**src/rtl/mem_pkg.sv**
```systemverilog
// Shared node-memory geometry and arbiter state encodings.
package mem_pkg;

  localparam int unsigned WORD_WIDTH = 16;
  localparam int unsigned ADDR_WIDTH = 11;

  typedef enum logic {
    ARB_IDLE = 1'b0,
    ARB_OWN  = 1'b1
  } arb_state_e;

endpackage

```
**src/rtl/mem_arbiter_if.sv**
```systemverilog
// Requester/memory bundle around the node-memory arbiter.
interface mem_arbiter_if #(
  parameter int unsigned NUM_REQ    = 3,
  parameter int unsigned ADDR_WIDTH = mem_pkg::ADDR_WIDTH,
  parameter int unsigned WORD_WIDTH = mem_pkg::WORD_WIDTH
);

  logic [NUM_REQ-1:0]            req;
  logic [NUM_REQ-1:0]            req_wr;
  logic [NUM_REQ*ADDR_WIDTH-1:0] req_addr;
  logic [NUM_REQ*WORD_WIDTH-1:0] req_wdata;
  logic [NUM_REQ-1:0]            gnt;
  logic [NUM_REQ-1:0]            rvalid;
  logic [WORD_WIDTH-1:0]         rdata;
  logic [ADDR_WIDTH-1:0]         mem_address;
  logic                          mem_wr_en;
  logic [WORD_WIDTH-1:0]         mem_data_in;
  logic [WORD_WIDTH-1:0]         mem_data_out;

  // Requesters plus the memory instance.
  modport master (
    output req, req_wr, req_addr, req_wdata, mem_data_out,
    input  gnt, rvalid, rdata, mem_address, mem_wr_en, mem_data_in
  );

  // The arbiter itself.
  modport slave (
    input  req, req_wr, req_addr, req_wdata, mem_data_out,
    output gnt, rvalid, rdata, mem_address, mem_wr_en, mem_data_in
  );

endinterface

```
**src/rtl/mem_arbiter_rr_pick.sv**
```systemverilog
// Combinational round-robin picker: first set req bit at or above ptr, wrapping.
module rr_pick #(
  parameter int unsigned N  = 3,
  parameter int unsigned PW = $clog2(N)
) (
  input  logic [N-1:0]  req,
  input  logic [PW-1:0] ptr,
  output logic [N-1:0]  winner,
  output logic          valid
);

  logic [PW-1:0] idx;

  always_comb begin
    winner = '0;
    valid  = 1'b0;
    idx    = '0;
    for (int unsigned k = 0; k < N; k++) begin
      idx = PW'((32'(ptr) + k) % N);
      for (int unsigned j = 0; j < N; j++) begin
        if (!valid && req[j] && (PW'(j) == idx)) begin
          winner[j] = 1'b1;
          valid     = 1'b1;
        end
      end
    end
  end

endmodule

```
**src/rtl/mem_arbiter.sv**
```systemverilog
// Round-robin, burst-bounded arbiter for the single-port node memory.
// Optional contention counter on stat_wait when MEM_ARB_STATS_EN is defined.
module mem_arbiter #(
  parameter int unsigned NUM_REQ    = 3,
  parameter int unsigned ADDR_WIDTH = mem_pkg::ADDR_WIDTH,
  parameter int unsigned WORD_WIDTH = mem_pkg::WORD_WIDTH,
  parameter int unsigned MAX_BURST  = 8
) (
  input  logic          clock,
  input  logic          nrst,
  mem_arbiter_if.slave  bus,
  output logic [15:0]   stat_wait
);

  import mem_pkg::*;

  localparam int unsigned PW = $clog2(NUM_REQ);
  localparam int unsigned BW = $clog2(MAX_BURST + 1);

  arb_state_e            state_q, state_d;
  logic [PW-1:0]         owner_q, owner_d;
  logic [PW-1:0]         rr_q, rr_d;
  logic [NUM_REQ-1:0]    gnt_q, gnt_d;
  logic [NUM_REQ-1:0]    rvalid_q, rvalid_d;
  logic [BW-1:0]         burst_q, burst_d;
  logic [ADDR_WIDTH-1:0] addr_q, addr_d;
  logic [WORD_WIDTH-1:0] wdata_q, wdata_d;

  logic [NUM_REQ-1:0]    pick_req, pick_win, others;
  logic [PW-1:0]         pick_ptr, pick_idx, next_ptr;
  logic                  pick_valid;
  logic                  own_req, own_wr, access, release_own;
  logic [ADDR_WIDTH-1:0] own_addr;
  logic [WORD_WIDTH-1:0] own_wdata;

  rr_pick #(.N(NUM_REQ), .PW(PW)) u_pick (
    .req    (pick_req),
    .ptr    (pick_ptr),
    .winner (pick_win),
    .valid  (pick_valid)
  );

  always_comb begin
    pick_idx  = '0;
    own_req   = 1'b0;
    own_wr    = 1'b0;
    own_addr  = '0;
    own_wdata = '0;
    for (int unsigned k = 0; k < NUM_REQ; k++) begin
      if (pick_win[k]) pick_idx = PW'(k);
      if (PW'(k) == owner_q) begin
        own_req   = bus.req[k];
        own_wr    = bus.req_wr[k];
        own_addr  = bus.req_addr[k*ADDR_WIDTH +: ADDR_WIDTH];
        own_wdata = bus.req_wdata[k*WORD_WIDTH +: WORD_WIDTH];
      end
    end
    next_ptr = (owner_q == PW'(NUM_REQ - 1)) ? '0 : owner_q + 1'b1;
    access   = (state_q == ARB_OWN) && own_req;
    others   = bus.req & ~gnt_q;
  end

  // On release the picker is reused in the same cycle (pointer at owner+1,
  // owner masked out) so the next grant lands without an idle bubble.
  always_comb begin
    state_d     = state_q;
    owner_d     = owner_q;
    rr_d        = rr_q;
    gnt_d       = gnt_q;
    burst_d     = burst_q;
    addr_d      = addr_q;
    wdata_d     = wdata_q;
    rvalid_d    = '0;
    release_own = 1'b0;
    pick_req    = bus.req;
    pick_ptr    = rr_q;
    case (state_q)
      ARB_IDLE: begin
        if (pick_valid) begin
          state_d = ARB_OWN;
          owner_d = pick_idx;
          gnt_d   = pick_win;
          burst_d = '0;
        end
      end
      ARB_OWN: begin
        addr_d   = own_addr;
        wdata_d  = own_wdata;
        pick_req = others;
        pick_ptr = next_ptr;
        if (!own_req) begin
          release_own = 1'b1;
        end else begin
          rvalid_d = gnt_q & {NUM_REQ{~own_wr}};
          if (burst_q != BW'(MAX_BURST)) burst_d = burst_q + 1'b1;
          if ((burst_q >= BW'(MAX_BURST - 1)) && (|others)) release_own = 1'b1;
        end
        if (release_own) begin
          rr_d    = next_ptr;
          burst_d = '0;
          if (pick_valid) begin
            owner_d = pick_idx;
            gnt_d   = pick_win;
          end else begin
            state_d = ARB_IDLE;
            gnt_d   = '0;
          end
        end
      end
      default: state_d = ARB_IDLE;
    endcase
  end

  always_ff @(posedge clock or negedge nrst) begin
    if (!nrst) begin
      state_q  <= ARB_IDLE;
      owner_q  <= '0;
      rr_q     <= '0;
      gnt_q    <= '0;
      rvalid_q <= '0;
      burst_q  <= '0;
      addr_q   <= '0;
      wdata_q  <= '0;
    end else begin
      state_q  <= state_d;
      owner_q  <= owner_d;
      rr_q     <= rr_d;
      gnt_q    <= gnt_d;
      rvalid_q <= rvalid_d;
      burst_q  <= burst_d;
      addr_q   <= addr_d;
      wdata_q  <= wdata_d;
    end
  end

  assign bus.gnt         = gnt_q;
  assign bus.rvalid      = rvalid_q;
  assign bus.rdata       = (|rvalid_q) ? bus.mem_data_out : '0;
  assign bus.mem_address = (state_q == ARB_OWN) ? own_addr  : addr_q;
  assign bus.mem_data_in = (state_q == ARB_OWN) ? own_wdata : wdata_q;
  assign bus.mem_wr_en   = access & own_wr;

`ifdef MEM_ARB_STATS_EN
  logic [15:0] stat_q, stat_d;

  always_comb begin
    stat_d = stat_q;
    if ((|(bus.req & ~gnt_q)) && (stat_q != '1)) stat_d = stat_q + 1'b1;
  end

  always_ff @(posedge clock or negedge nrst) begin
    if (!nrst) stat_q <= '0;
    else       stat_q <= stat_d;
  end

  assign stat_wait = stat_q;
`else
  assign stat_wait = '0;
`endif

endmodule

```
**src/flat_wrapper.sv**
```systemverilog
// flat-port wrapper written by rule: the top's interface ports become plain ports
module mem_arbiter_flat import mem_pkg::*;
#(
  parameter int unsigned NUM_REQ    = 3,
  parameter int unsigned ADDR_WIDTH = mem_pkg::ADDR_WIDTH,
  parameter int unsigned WORD_WIDTH = mem_pkg::WORD_WIDTH,
  parameter int unsigned MAX_BURST  = 8
)
  (clock, nrst, stat_wait, bus_req, bus_req_wr, bus_req_addr, bus_req_wdata, bus_mem_data_out, bus_gnt, bus_rvalid, bus_rdata, bus_mem_address, bus_mem_wr_en, bus_mem_data_in);
  mem_arbiter_if #(.NUM_REQ(NUM_REQ), .ADDR_WIDTH(ADDR_WIDTH), .WORD_WIDTH(WORD_WIDTH)) bus_i ();
  input  logic clock;
  input  logic nrst;
  output logic [15:0] stat_wait;
  input wire logic [$bits(bus_i.req)-1:0] bus_req;
  input wire logic [$bits(bus_i.req_wr)-1:0] bus_req_wr;
  input wire logic [$bits(bus_i.req_addr)-1:0] bus_req_addr;
  input wire logic [$bits(bus_i.req_wdata)-1:0] bus_req_wdata;
  input wire logic [$bits(bus_i.mem_data_out)-1:0] bus_mem_data_out;
  output wire logic [$bits(bus_i.gnt)-1:0] bus_gnt;
  output wire logic [$bits(bus_i.rvalid)-1:0] bus_rvalid;
  output wire logic [$bits(bus_i.rdata)-1:0] bus_rdata;
  output wire logic [$bits(bus_i.mem_address)-1:0] bus_mem_address;
  output wire logic [$bits(bus_i.mem_wr_en)-1:0] bus_mem_wr_en;
  output wire logic [$bits(bus_i.mem_data_in)-1:0] bus_mem_data_in;
  assign bus_i.req = bus_req;
  assign bus_i.req_wr = bus_req_wr;
  assign bus_i.req_addr = bus_req_addr;
  assign bus_i.req_wdata = bus_req_wdata;
  assign bus_i.mem_data_out = bus_mem_data_out;
  assign bus_gnt = bus_i.gnt;
  assign bus_rvalid = bus_i.rvalid;
  assign bus_rdata = bus_i.rdata;
  assign bus_mem_address = bus_i.mem_address;
  assign bus_mem_wr_en = bus_i.mem_wr_en;
  assign bus_mem_data_in = bus_i.mem_data_in;
  mem_arbiter #(.NUM_REQ(NUM_REQ), .ADDR_WIDTH(ADDR_WIDTH), .WORD_WIDTH(WORD_WIDTH), .MAX_BURST(MAX_BURST)) u_core (.clock(clock), .nrst(nrst), .bus(bus_i), .stat_wait(stat_wait));
endmodule
```
**config.mk**
```make
export PLATFORM = sky130hd
export DESIGN_NAME = mem_arbiter_flat
export DESIGN_NICKNAME = d
export VERILOG_FILES = /design/src/rtl/mem_pkg.sv /design/src/rtl/mem_arbiter_if.sv /design/src/rtl/mem_arbiter_rr_pick.sv /design/src/rtl/mem_arbiter.sv /design/src/flat_wrapper.sv
export SDC_FILE = /design/constraint.sdc
export NUM_CORES = 1
export LEC_CHECK = 0
export ABC_CLOCK_PERIOD_IN_PS = 4600
export CORE_MARGIN = 8
export CORE_UTILIZATION = 40
export DETAILED_ROUTE_END_ITERATION = 6
export GPL_TIMING_DRIVEN = 0
export HOLD_SLACK_MARGIN = 0.1
export PLACE_DENSITY = 0.87
export RECOVER_POWER = 50
export SLEW_MARGIN = 0
export SYNTH_ARGS = -nofsm -noshare
export SYNTH_HDL_FRONTEND = slang
export SYNTH_SLANG_ARGS = --single-unit
```
**constraint.sdc**
```tcl
create_clock -name clock -period 4.6 [get_ports clock]
set_clock_uncertainty 0.15 [all_clocks]
set_input_delay 0.46 -clock clock [delete_from_list [all_inputs] [get_ports clock]]
set_output_delay 0.46 -clock clock [all_outputs]
set_load 0.1 [all_outputs]
```
# Yosys cells after proc, flatten, opt, wreduce, memory -nomap -nowiden
# Index checks and enable logic that the tools add are counted.
[word_totals]
reg_bits = 42
input_bits = 105
out_inout_bits = 66
wordCells = 129
[op_classes]
add_sub_neg = 4
n_div = 3
n_lt_le_gt_ge = 1
n_eq_ne = 14
n_mux = 57
bitwise = 6
n_reduce_logical = 36
[op_table]
columns = ["cell", "n"]
rows = [
  ["16-bit 2-to-1 mux", 5],
  ["32-bit by 2-bit remainder unit with 32-bit output (second input constant)", 2],
  ["11-bit 2-to-1 mux", 4],
  ["2-bit by 2-bit remainder unit with 32-bit output (second input constant)", 1],
  ["1-bit 2-to-1 mux", 29],
  ["1-bit logical AND", 19],
  ["3-bit 2-to-1 mux", 6],
  ["4-bit 2-to-1 mux", 4],
  ["2-bit 2-to-1 mux", 5],
  ["1-bit by 2-bit == test with 1-bit output (first input constant)", 4],
  ["2-bit == test (first input constant)", 4],
  ["1-bit logical NOT", 8],
  ["2-bit logical NOT", 4],
  ["4-bit one-hot mux with 2 select lines", 1],
  ["3-bit AND", 2],
  ["3-bit != test (second input constant)", 2],
  ["3-bit one-hot mux with 2 select lines", 1],
  ["3-bit OR reduction", 2],
  ["4-bit by 1-bit adder with 4-bit output (second input constant)", 1],
  ["4-bit by 3-bit >= comparator with 1-bit output (second input constant)", 1],
  ["4-bit != test (second input constant)", 1],
  ["2-bit one-hot mux with 2 select lines", 1],
  ["2-bit AND reduction", 2],
  ["2-bit by 1-bit adder with 3-bit output (second input constant)", 1],
  ["10 further kinds", 11],
]

# Depth between registers and ports, before layout
[depth]
depth_word = 43
mapped_depth = 11
depth_no_buf = 9

# Cells and area by module
# From an unflattened synthesis, not the netlist that was laid out.
[hier_totals]
cells_unflattened = 310
area_unflattened_um2 = 2732.6
[by_module_without_submodules]
columns = ["module", "n_inst", "cells_each", "area_per_inst_um2", "seq_area_each_um2"]
rows = [
  ["mem_arbiter", 1, 293, 2600.0, 1051.0],
  ["rr_pick", 1, 17, 132.6, 0.0],
]

# Worst setup path after synthesis
# OpenSTA, ideal clock, no wires.
[synth_timing]
kind = "flip-flop to output port"
start = "reg u_core.owner_q[1]"
end = "out bus_mem_wr_en"
t_arrival_ps = 3097
required_ps = 3990
slack_ps = 893
path_stages_with_launch = 6
path_buffers = 1
path_cell_list = "dfrtp_1 -> clkbuf_1 -> inv_1 -> nor2_1 -> a21oi_1 -> nor3_1"
[synth_between]
elab_chain_len = 6
elab_cells_between_ends = 11
cone_classes = "eq/ne: 2; mux: 6; bitwise: 1; reduce/logical: 2"
[synth_rtl]
columns = ["element", "line_no", "source"]
rows = [
  ["from (decl)", "mem_arbiter.sv:21", "logic [PW-1:0] owner_q, owner_d;"],
  ["from (signal assigned)", "mem_arbiter.sv:126", "owner_q <= owner_d;"],
  ["2-bit logical NOT", "mem_arbiter.sv:51", "if (PW'(k) == owner_q) begin"],
  ["1-bit 2-to-1 mux (3 in a row)", "mem_arbiter.sv:51", ""],
  ["1-bit logical AND", "mem_arbiter.sv:59", "access = (state_q == ARB_OWN) && own_req;"],
  ["1-bit AND *", "mem_arbiter.sv:141", "assign bus.mem_wr_en = access & own_wr;"],
  ["to (decl)", "flat_wrapper.sv:23", "output wire logic [$bits(bus_i.mem_wr_en)-1:0] bus_mem_wr_en;"],
]
# Mark *: on every way between the ends. The rest lies on a longest branch, timed or not.

# Worst setup path in the final report
[layout_timing]
start = "reg u_core.owner_q[1]"
end = "out bus_mem_data_in[13]"
[layout_between]
elab_chain_len = 5
elab_cells_between_ends = 7
cone_classes = "eq/ne: 2; mux: 4; reduce/logical: 1"
[layout_rtl]
columns = ["element", "line_no", "source"]
rows = [
  ["2-bit logical NOT", "mem_arbiter.sv:51", ""],
  ["16-bit 2-to-1 mux (2 in a row)", "mem_arbiter.sv:51", ""],
  ["16-bit 2-to-1 mux *", "mem_arbiter.sv:51", ""],
  ["16-bit 2-to-1 mux *", "mem_arbiter.sv:140", "assign bus.mem_data_in = (state_q == ARB_OWN) ? own_wdata : wdata_q;"],
  ["to (decl)", "flat_wrapper.sv:24", "output wire logic [$bits(bus_i.mem_data_in)-1:0] bus_mem_data_in;"],
]
# Marked as above.

==> results by group <==
Global routing
  – First-pass GRT wire length: 14.92 mm
  – Total track usage: 0.1892
  – Met2 GRT Util: 0.3172
  – Remaining Overflow, GRT: 0
  – Vias in the first global route: 3080
  – Initial antenna violation count: 0
  – Largest net degree at the start of global routing: 26
  – Met3 Use GR: 0.09104
  – Met1 GRT Util: 0.2083
  – GRT Max-Usage Layer: met2

Setup path
  – CP max FO: 10
  – CP top delay family: buffers and inverters
  – Reg2reg start: u_core.owner_q[1]
  – Largest stage delay, worst path: between 1 and 1.5 ns
  – Worst path cell trace: clkbuf_1 -> inv_1 -> nor2_1 -> clkbuf_1 -> a21oi_1 -> a21oi_1 -> clkdlybuf4s50_1
  – Critical path required time: about 4.0 ns
  – Crit path max-delay cell type: clkdlybuf4s50_1
  – CP startpoint kind: flop
  – Worst Path Buf+Inv: 4
  – Setup CP Type: reg2out
  – Reg2reg end: u_core.burst_q[1]
  – Critical Path AT: 3.50 ns
  – Setup crit end kind: output port
  – R2r setup slk: 1.30 ns
  – R2R cell count: 9
  – Crit path from: u_core.owner_q[1]

Timing
  – Tcrit/Tclk final: 0.8935
  – Least-Margin Pin Slew: 1.336 ns
  – TNS Setup: 0 ns
  – Highest Clock Rate: about 240 MHz
  – Post-route minimum period: between 4 and 5 ns
  – Relative slew slack: 0.1093
  – Final hold violation count: 0
  – RSZ-0062 raised after global routing: false
  – Fin. max-slew vios: 0
  – Setup Viol. Count Final: 0

Floorplanning
  – I/O pin count: around 170
  – Die Wd: between 90 and 100 µm
  – Die Y: around 98 µm
  – Core ar.: between 6000 and 7000 µm²
  – FP Rows: 30
  – Starting Density: 0.4038
  – Die area: 9582 µm²

Synth
  – Synthesized netlist cell count: 315
  – Compound-Gate Fraction of Synth Area: 0.1847
  – Synth top area share: 0.3918
  – Post-Synth Adder-Cell Area: 0.01866
  – Area contributors post-synth: dfrtp_1 39%, mux2i_1 11%, a21oi_1 11%
  – Warning count from the yosys run: 0
  – Synth Area in XOR/XNOR: 0
  – Largest family of logic cells by synthesized area: compound AO/OA/AOI/OAI gates
  – Synth Area in Simple Gates: 0.1833
  – Seq/Total Area, Yosys: 0.3918
  – Yosys cell types: 39
  – Cell taking the most area after synthesis: dfrtp_1
  – Avg Cell Area, Syn: ~8.5 µm²
  – Yosys reg bits: 42
  – Mapped Area: approximately 2700 µm²
  – Post-synthesis mux area share: 0.1343

Detailed routing
  – # DRC: 0
  – Antenna Nets Post-Route: 0
  – Routed vias: about 2.9k
  – 1st-iter DRT viols: 75
  – DRT Wirelength: a little over 9 mm
  – Post-DR wirelength/cell: around 16 µm
  – DR vias/cell: 4.974
  – Drt first pass iters: 4

Cells and area
  – Commonest non-fill, non-tap cell in the layout: clkdlybuf4s50_1
  – # fillers: between 500 and 600
  – Share of layout cells above drive strength 1: 0.07895
  – Area Growth Syn to Fin: 67.58%
  – N_diodes: 0
  – Post-route cell area: around 4500 µm²
  – Layout Nets: about 600
  – Most frequent cells in the layout: 153 x clkdlybuf4s50_1, 65 x nor2_1, 59 x a21oi_1

Min path
  – Hold path start: u_core.rr_q[0]
  – Hold depth: 1
  – HP Class: reg2reg
  – Hold Path End: u_core.rr_q[0]

CTS
  – Worst-path clk slew: 0.08 ns
  – TritonCTS clock tree: built
  – Clk sinks: 42
  – TritonCTS buffer count: 5
  – Max clock buf depth: 2
  – Post-CTS Setup Bufs: 0
  – Clock root cell: clkbuf_8
  – H-tree depth: 2
  – Skew-Pair Late Insertion Delay: ~0.29 ns

Placed design
  – Dpl cell area: 4395 µm²
  – Placer congestion estimate: 0.8378
  – Port buffer count: about 150
  – Post-DP HPWL: 7.655 mm

Outcome
  – Status: finished, final reports clean

Job
  – Max-Cap Viols: 0
kinds of logic (layout without fill, tap and decap cells):
family                     count (synthesis)  in the layout
other                                      1             16
and+or+nand+nor                          107            107
DFF                                       42             42
AOI/OAI and AO/OA                         83             83
muxes                                     35             35
buffers and inverters                     43            207
adders and majority gates                  4              4
routing by layer:
| metal | vias up | wire, µm | part of all wire |
|---|---|---|---|
| li1 | 1396 | - | - |
| met2 | 145 | 4333 | 0.47 |
| met3 | 12 | 1036 | 0.11 |
| met1 | 1302 | 3619 | 0.40 |
| met4 | 0 | 136 | 0.015 |
| met5 | - | 0 | 0 |
worst reg2reg max path, cell delays in order, from the launching register on:
cell	delay, ns
dfrtp_1	0.32
clkbuf_1	0.24
clkbuf_1	0.45
nor2_1	0.12
mux2_2	0.30
ha_1	0.36
or3_1	0.44
a21oi_1	0.37
a31oi_1	0.16
a31o_2	0.29
worst max path at each step:
stage | to | slack (ns) | cells past startpoint
2_1_floorplan | bus_mem_wr_en | 0.89 | 5
3_3_place_gp | bus_mem_address[9] | 0.94 | 7
3_5_place_dp | bus_mem_data_in[12] | 0.94 | 7
4_1_cts | bus_mem_data_in[13] | 0.61 | 7
5_1_grt | bus_mem_data_in[9] | 0.19 | 7
6_report | bus_mem_data_in[13] | 0.49 | 7
what timing repair did:
item	in CTS	in global routing
hold buffers	1	0
gates resized for setup	0	0
endpoints found under the hold margin	17	0
endpoints found under the setup margin	0	0
cell usage after synthesis:
cell / n
or3_4: 1
buf_1: 3
o21ai_4: 1
nor3_1: 5
nand3b_1: 2
mux2i_1: 30
buf_4: 16
dfrtp_1: 42
a21boi_0: 1
nand3_1: 3
a2bb2oi_1: 1
a22o_1: 1
a21bo_2: 1
mux2_4: 1
ha_1: 4
nor4b_1: 1
clkbuf_1: 8
or3_1: 2
a31o_2: 1
mux2_2: 4
conb_1: 1
a21oi_2: 1
o22ai_1: 2
a21o_1: 1
nand2_1: 6
o21bai_1: 1
inv_1: 9
a31oi_1: 2
nor4_1: 1
o21ai_0: 6
o32ai_1: 1
o31a_1: 1
a32oi_1: 1
buf_2: 7
a21oi_1: 59
nor2b_1: 21
nor2_1: 65
o21a_1: 1
a2111oi_4: 1
final cells by class:
class	count	area [µm²]	area share
well taps	80	100.1	0.02227
clock inverters	2	37.54	0.008350
clock buffers	6	72.57	0.01614
multi-input cells	245	1458	0.3242
repair buffers	156	1549	0.3446
flip-flops and latches	42	1051	0.2338
plain buffers	34	193.9	0.04314
inverters	9	33.78	0.007515
per-stage QoR:
stage,util,setup WS (ns),hold WS [ns],cells
floorplan,-,0.8926,0.01441,330
global placement,0.6593,0.9379,0.3323,564
detailed placement,0.6616,0.9353,0.2767,565
CTS,0.6797,0.6084,0.3663,574
global route,0.6766,0.1944,0.3780,574
finish,0.6766,0.4897,0.3608,574
flip-flops by register name, indices dropped and copies added, names as in the netlist:
signal             count
u_core.state_q         1
u_core.wdata_q        16
u_core.bus.gnt         3
u_core.addr_q         11
u_core.bus.rvalid      3
u_core.rr_q            2
u_core.owner_q         2
u_core.burst_q         4
Power is not shown: default switching activity piles up to over one toggle a cycle in this logic, so the estimate is an artifact.
==> variant 1 (same settings) <==
Add a define of `MEM_ARB_STATS_EN`.
--- a/src/rtl/mem_arbiter.sv
+++ b/src/rtl/mem_arbiter.sv
@@ -1,5 +1,7 @@
 // Round-robin, burst-bounded arbiter for the single-port node memory.
 // Optional contention counter on stat_wait when MEM_ARB_STATS_EN is defined.
+`define MEM_ARB_STATS_EN
+
 module mem_arbiter #(
   parameter int unsigned NUM_REQ    = 3,
   parameter int unsigned ADDR_WIDTH = mem_pkg::ADDR_WIDTH,
Formal check against the unedited RTL: not equivalent (Yosys sat finds a counterexample within 4 cycles, from zero or initial values and one cycle with nrst low).
==> variant 1 against the unedited design <==
The flow now finishes with violations (max-capacitance violations, max-slew violations); routed wire length grew 22%; synthesized area up 24%; fmax up 5.4%; count of clock-buffer cells in the layout up 6; worst setup slack improved by 210 ps; final area is 18% higher; sequential cell count up 16.
Power is not shown: default switching activity piles up to over one toggle a cycle in this logic, so the estimate is an artifact.
==> variant 1: results (changes against the unedited design) <==
- Status: finished, violations left
- Failing checks: max-capacitance violations, max-slew violations
- Critical path arrival: 3290 ps (-210 ps)
- CTS H-tree depth: 3 (+1)
- Vias in the first global route: 3490 (+13%)
- Maxcap violations: 1 (+1)
- Max Slew Vio Count: 36 (+36)
- Largest net degree at the start of global routing: 36 (+38%)
- Routed length on met1: 4267 um (+18%)
- Initial Util: 0.4076 (+0.003863)
- Most common library cells after synthesis: nor2_1 (64), dfrtp_1 (58), a21oi_1 (56)
- Placed cell count: 633 (+12%)
- Worst-Skew Late Latency: 320 ps (+30 ps)
- Sequential fraction of the synthesis area: 0.4377 (+0.04594)
- GR Util met3: 0.04139 (-0.04965)
- Synth area leaders: dfrtp_1 (44%), mux2i_1 (8.8%), a21oi_1 (8.5%)
- Met3 WL post-DR: 555 um (-46%)
- Least-Margin Pin Slew: 1807 ps (+470.6 ps)
- Placer Congestion: 0.8085 (-3.5%)
- Dpl ws: 1099 ps (+164.0 ps)
- Iteration-0 DRC Markers: 122 (+63%)
- Met2 WL: 6075 um (+40%)
- Total CTS buffers: 9 (+4)
- Port Buffers: 170 (+10%)
- Mapped Cells: 357 (+13%)
- Non-Filler Instances: 648 (+13%)
- Post-synthesis mux area share: 0.1045 (-0.02980)
- WL/cell: 17.15 um (+7.9%)
==> variant 1: cell count changes after synthesis, moves of 4 or more <==
cell / delta
nand4_1: +7
clkbuf_1: +4
dfrtp_1: +16
nand2_1: +7
buf_4: -16
and3_1: +4
a21o_1: +5
xnor2_1: +12
nor2b_1: -4
==> variant 1: per-stage QoR <==
stage | instance area, um^2 | hold slack (ps)
after detailed placement | 5164 | 331.1
after global placement | 5149 | 332.5
final | 5294 | 347.5
after global routing | 5294 | 363.7
after CTS | 5351 | 345.8
after floorplan | 3316 | 14.41
==> variant 1: layout make-up <==
type,count,area [um^2]
plain buffers,20,80.08
clock buffers,12,165.2
clock inverters,2,12.51
fillers,662,2840
inverters,8,30.03
multi-input cells,271,1714
flip-flops and latches,58,1451
well taps,105,131.4
repair buffers,172,1709
==> variant 1: logic make-up after synthesis <==
group,after synthesis
compound gates,87
mux,34
fa+ha+maj,5
flops,58
simple gates,130
buf+inv,28
xor+xnor,15
==> variant 1: final timing paths <==
check | cells after the start | endpoint | start
max reg2reg | 11 | u_core.burst_q[3] | u_core.owner_q[0]
min in group asynchronous | 2 | u_core.stat_wait[2] | nrst
max | 6 | bus_mem_address[0] | u_core.state_q
min | 1 | u_core.stat_wait[11] | u_core.stat_wait[11]
min reg2reg | 1 | u_core.stat_wait[11] | u_core.stat_wait[11]
max in group asynchronous | 3 | u_core.wdata_q[8] | nrst
==> variant 1: critical path, stage by stage (launching register included) <==
cell and delay (ps):
dfrtp_1 320, clkbuf_1 310, clkbuf_1 420, clkbuf_1 430, nor2_1 90, a21oi_1 190, clkdlybuf4s50_1 1190
==> variant 2 (same flow settings) <==
Made on the original files. `addr_q` and `wdata_q` no longer have a reset.
--- a/src/rtl/mem_arbiter.sv
+++ b/src/rtl/mem_arbiter.sv
@@ -119,8 +119,6 @@
       gnt_q    <= '0;
       rvalid_q <= '0;
       burst_q  <= '0;
-      addr_q   <= '0;
-      wdata_q  <= '0;
     end else begin
       state_q  <= state_d;
       owner_q  <= owner_d;
@@ -128,9 +126,12 @@
       gnt_q    <= gnt_d;
       rvalid_q <= rvalid_d;
       burst_q  <= burst_d;
-      addr_q   <= addr_d;
-      wdata_q  <= wdata_d;
     end
+  end
+
+  always_ff @(posedge clock) begin
+    addr_q  <= addr_d;
+    wdata_q <= wdata_d;
   end
 
   assign bus.gnt         = gnt_q;
Function: differs if nrst is asserted again (counterexample within 4 cycles, from zero or initial values and one cycle with nrst low); with nrst held inactive, the same outputs for 10 cycles.
==> variant 2 against the unedited design <==
Fmax up 0.67%; sequential cell count is the same; sequential share of layout area shrank 2.3 points; synthesized area decreased by 5.0%; worst setup slack improved by 27 ps; final area down 3.5%; routed wire length shrank 4.4%; synthesized cell count stayed put.
Power is left out: the tool's default activity adds up to more than one toggle a clock period on the data nets, which glitch-free logic cannot reach.
==> variant 2: results (changes against the unedited design) <==
- Status: finished clean
- Hpwl dp: 7358 um (-3.9%)
- Min-delay src: u_core.addr_q[7]
- Longest Clk Path Bufs: 2 (unchanged)
- # fillers: 514 (-5.9%)
- Iteration-0 DRC Markers: 114 (+52%)
- Cells on worst reg2reg path: 9 (unchanged)
- Largest net degree at the start of global routing: 16 (-38%)
- Largest registers: u_core.wdata_q x16, u_core.addr_q x11, u_core.burst_q x4
- ANT cells: 0 (unchanged)
- Worst-Skew Late Latency: 290 ps (about the same)
- Pre-antenna DRT Iters: 4 (unchanged)
- Non-Filler Instances: 569 (-0.87%)
- Highest metal used: met4
- Critical Path Fanout Max: 10 (unchanged)
- Met2 WL: 4381 um (+1.1%)
- Met1 usage: 0.1880 (-0.02026)
- Worst setup path end: bus_mem_data_in[14]
- Met2 Use GR: 0.3263 (+0.009110)
- DR vias: 2814 (-1.4%)
- Synth area leaders: dfxtp_1 (21%), dfrtp_1 (15%), mux2i_1 (12%)
- Post-synth EDFFs: 0 (unchanged)
- RR Startpoint: u_core.owner_q[1]
- Average size of a mapped cell: 8.087 um^2 (-5.0%)
- Setup repair bufs after CTS: 0 (unchanged)
- Sequential fraction of the synthesis area: 0.3595 (-0.03226)
- Vias in the first global route: 2867 (-6.9%)
- Placer Congestion: 0.8722 (+4.1%)
- Synth async-reset ratio: 0.3571 (-0.6429)
- Total CTS buffers: 5 (unchanged)
- Critical path class: reg2out
- Placed cell count: 561 (-0.71%)
- Critical path arrival: 3470 ps (-30 ps)
- Yosys Warn Count: 0 (unchanged)
- Final-stage net count: 600 (-0.33%)
- Met3 WL post-DR: 1015 um (-2.0%)
- Routed length on met1: 3242 um (-10%)
- Relative slew slack: 0.3184 (+0.2091)
- WL final: 8723 um (-4.4%)
- CTS resizes: 0 (unchanged)
- Layout cells sized above 1: 0.07520 (-0.003744)
- Placed inst area: 4242 um^2 (-3.5%)
- Reg2reg end: u_core.burst_q[1]
- Port Buffers: 154 (unchanged)
- Initial antenna violation count: 0 (unchanged)
- Reg clk slew, reported paths: 80 ps (about the same)
- Most common library cells after synthesis: nor2_1 (65), a21oi_1 (59), mux2i_1 (30)
- GR Util met3: 0.07410 (-0.01694)
- Dpl ws: 974.2 ps (+38.88 ps)
- Worst setup margin: 517.0 ps (+27.30 ps)
- HP Class: reg2reg
- Worst hold endpoint: u_core.addr_q[7]
- Hold path depth: 2 (+1)
- Synth unique cells: 40 (+2.6%)
- First-pass GRT wire length: 13150 um (-12%)
- Total track usage: 0.1791 (-0.01011)
- Hold slack final: 327.2 ps (-33.57 ps)
-- variant 2: final cells by class --
class	instances	area, um^2	share of cell area
Buffer	34	192.7	0.04441
Sequential cell	42	915.9	0.2111
Inverter	9	33.78	0.007785
Multi-Input combinational cell	245	1458	0.3359
Clock buffer	8	101.3	0.02336
Timing Repair Buffer	154	1541	0.3552
Tap cell	77	96.34	0.02220
-- variant 2: worst max-delay path, cell delays in order, from the launching register on --
cell,delay [ps]
dfrtp_1,320
clkbuf_1,230
inv_1,90
nor2_1,580
clkbuf_1,420
a21oi_1,130
a21oi_1,230
clkdlybuf4s50_1,1180
-- variant 2: logic make-up (layout without fill, tap and decap cells) --
logic type	count (synthesis)	in the layout	synth area share
AOI/OAI and AO/OA	83	83	0.1945
adders and majority gates	4	4	0.01965
buffers and inverters	43	205	0.09037
DFF	42	42	0.3595
muxes	35	35	0.1415
other	1	16	0.001472
and+or+nand+nor	107	107	0.1930
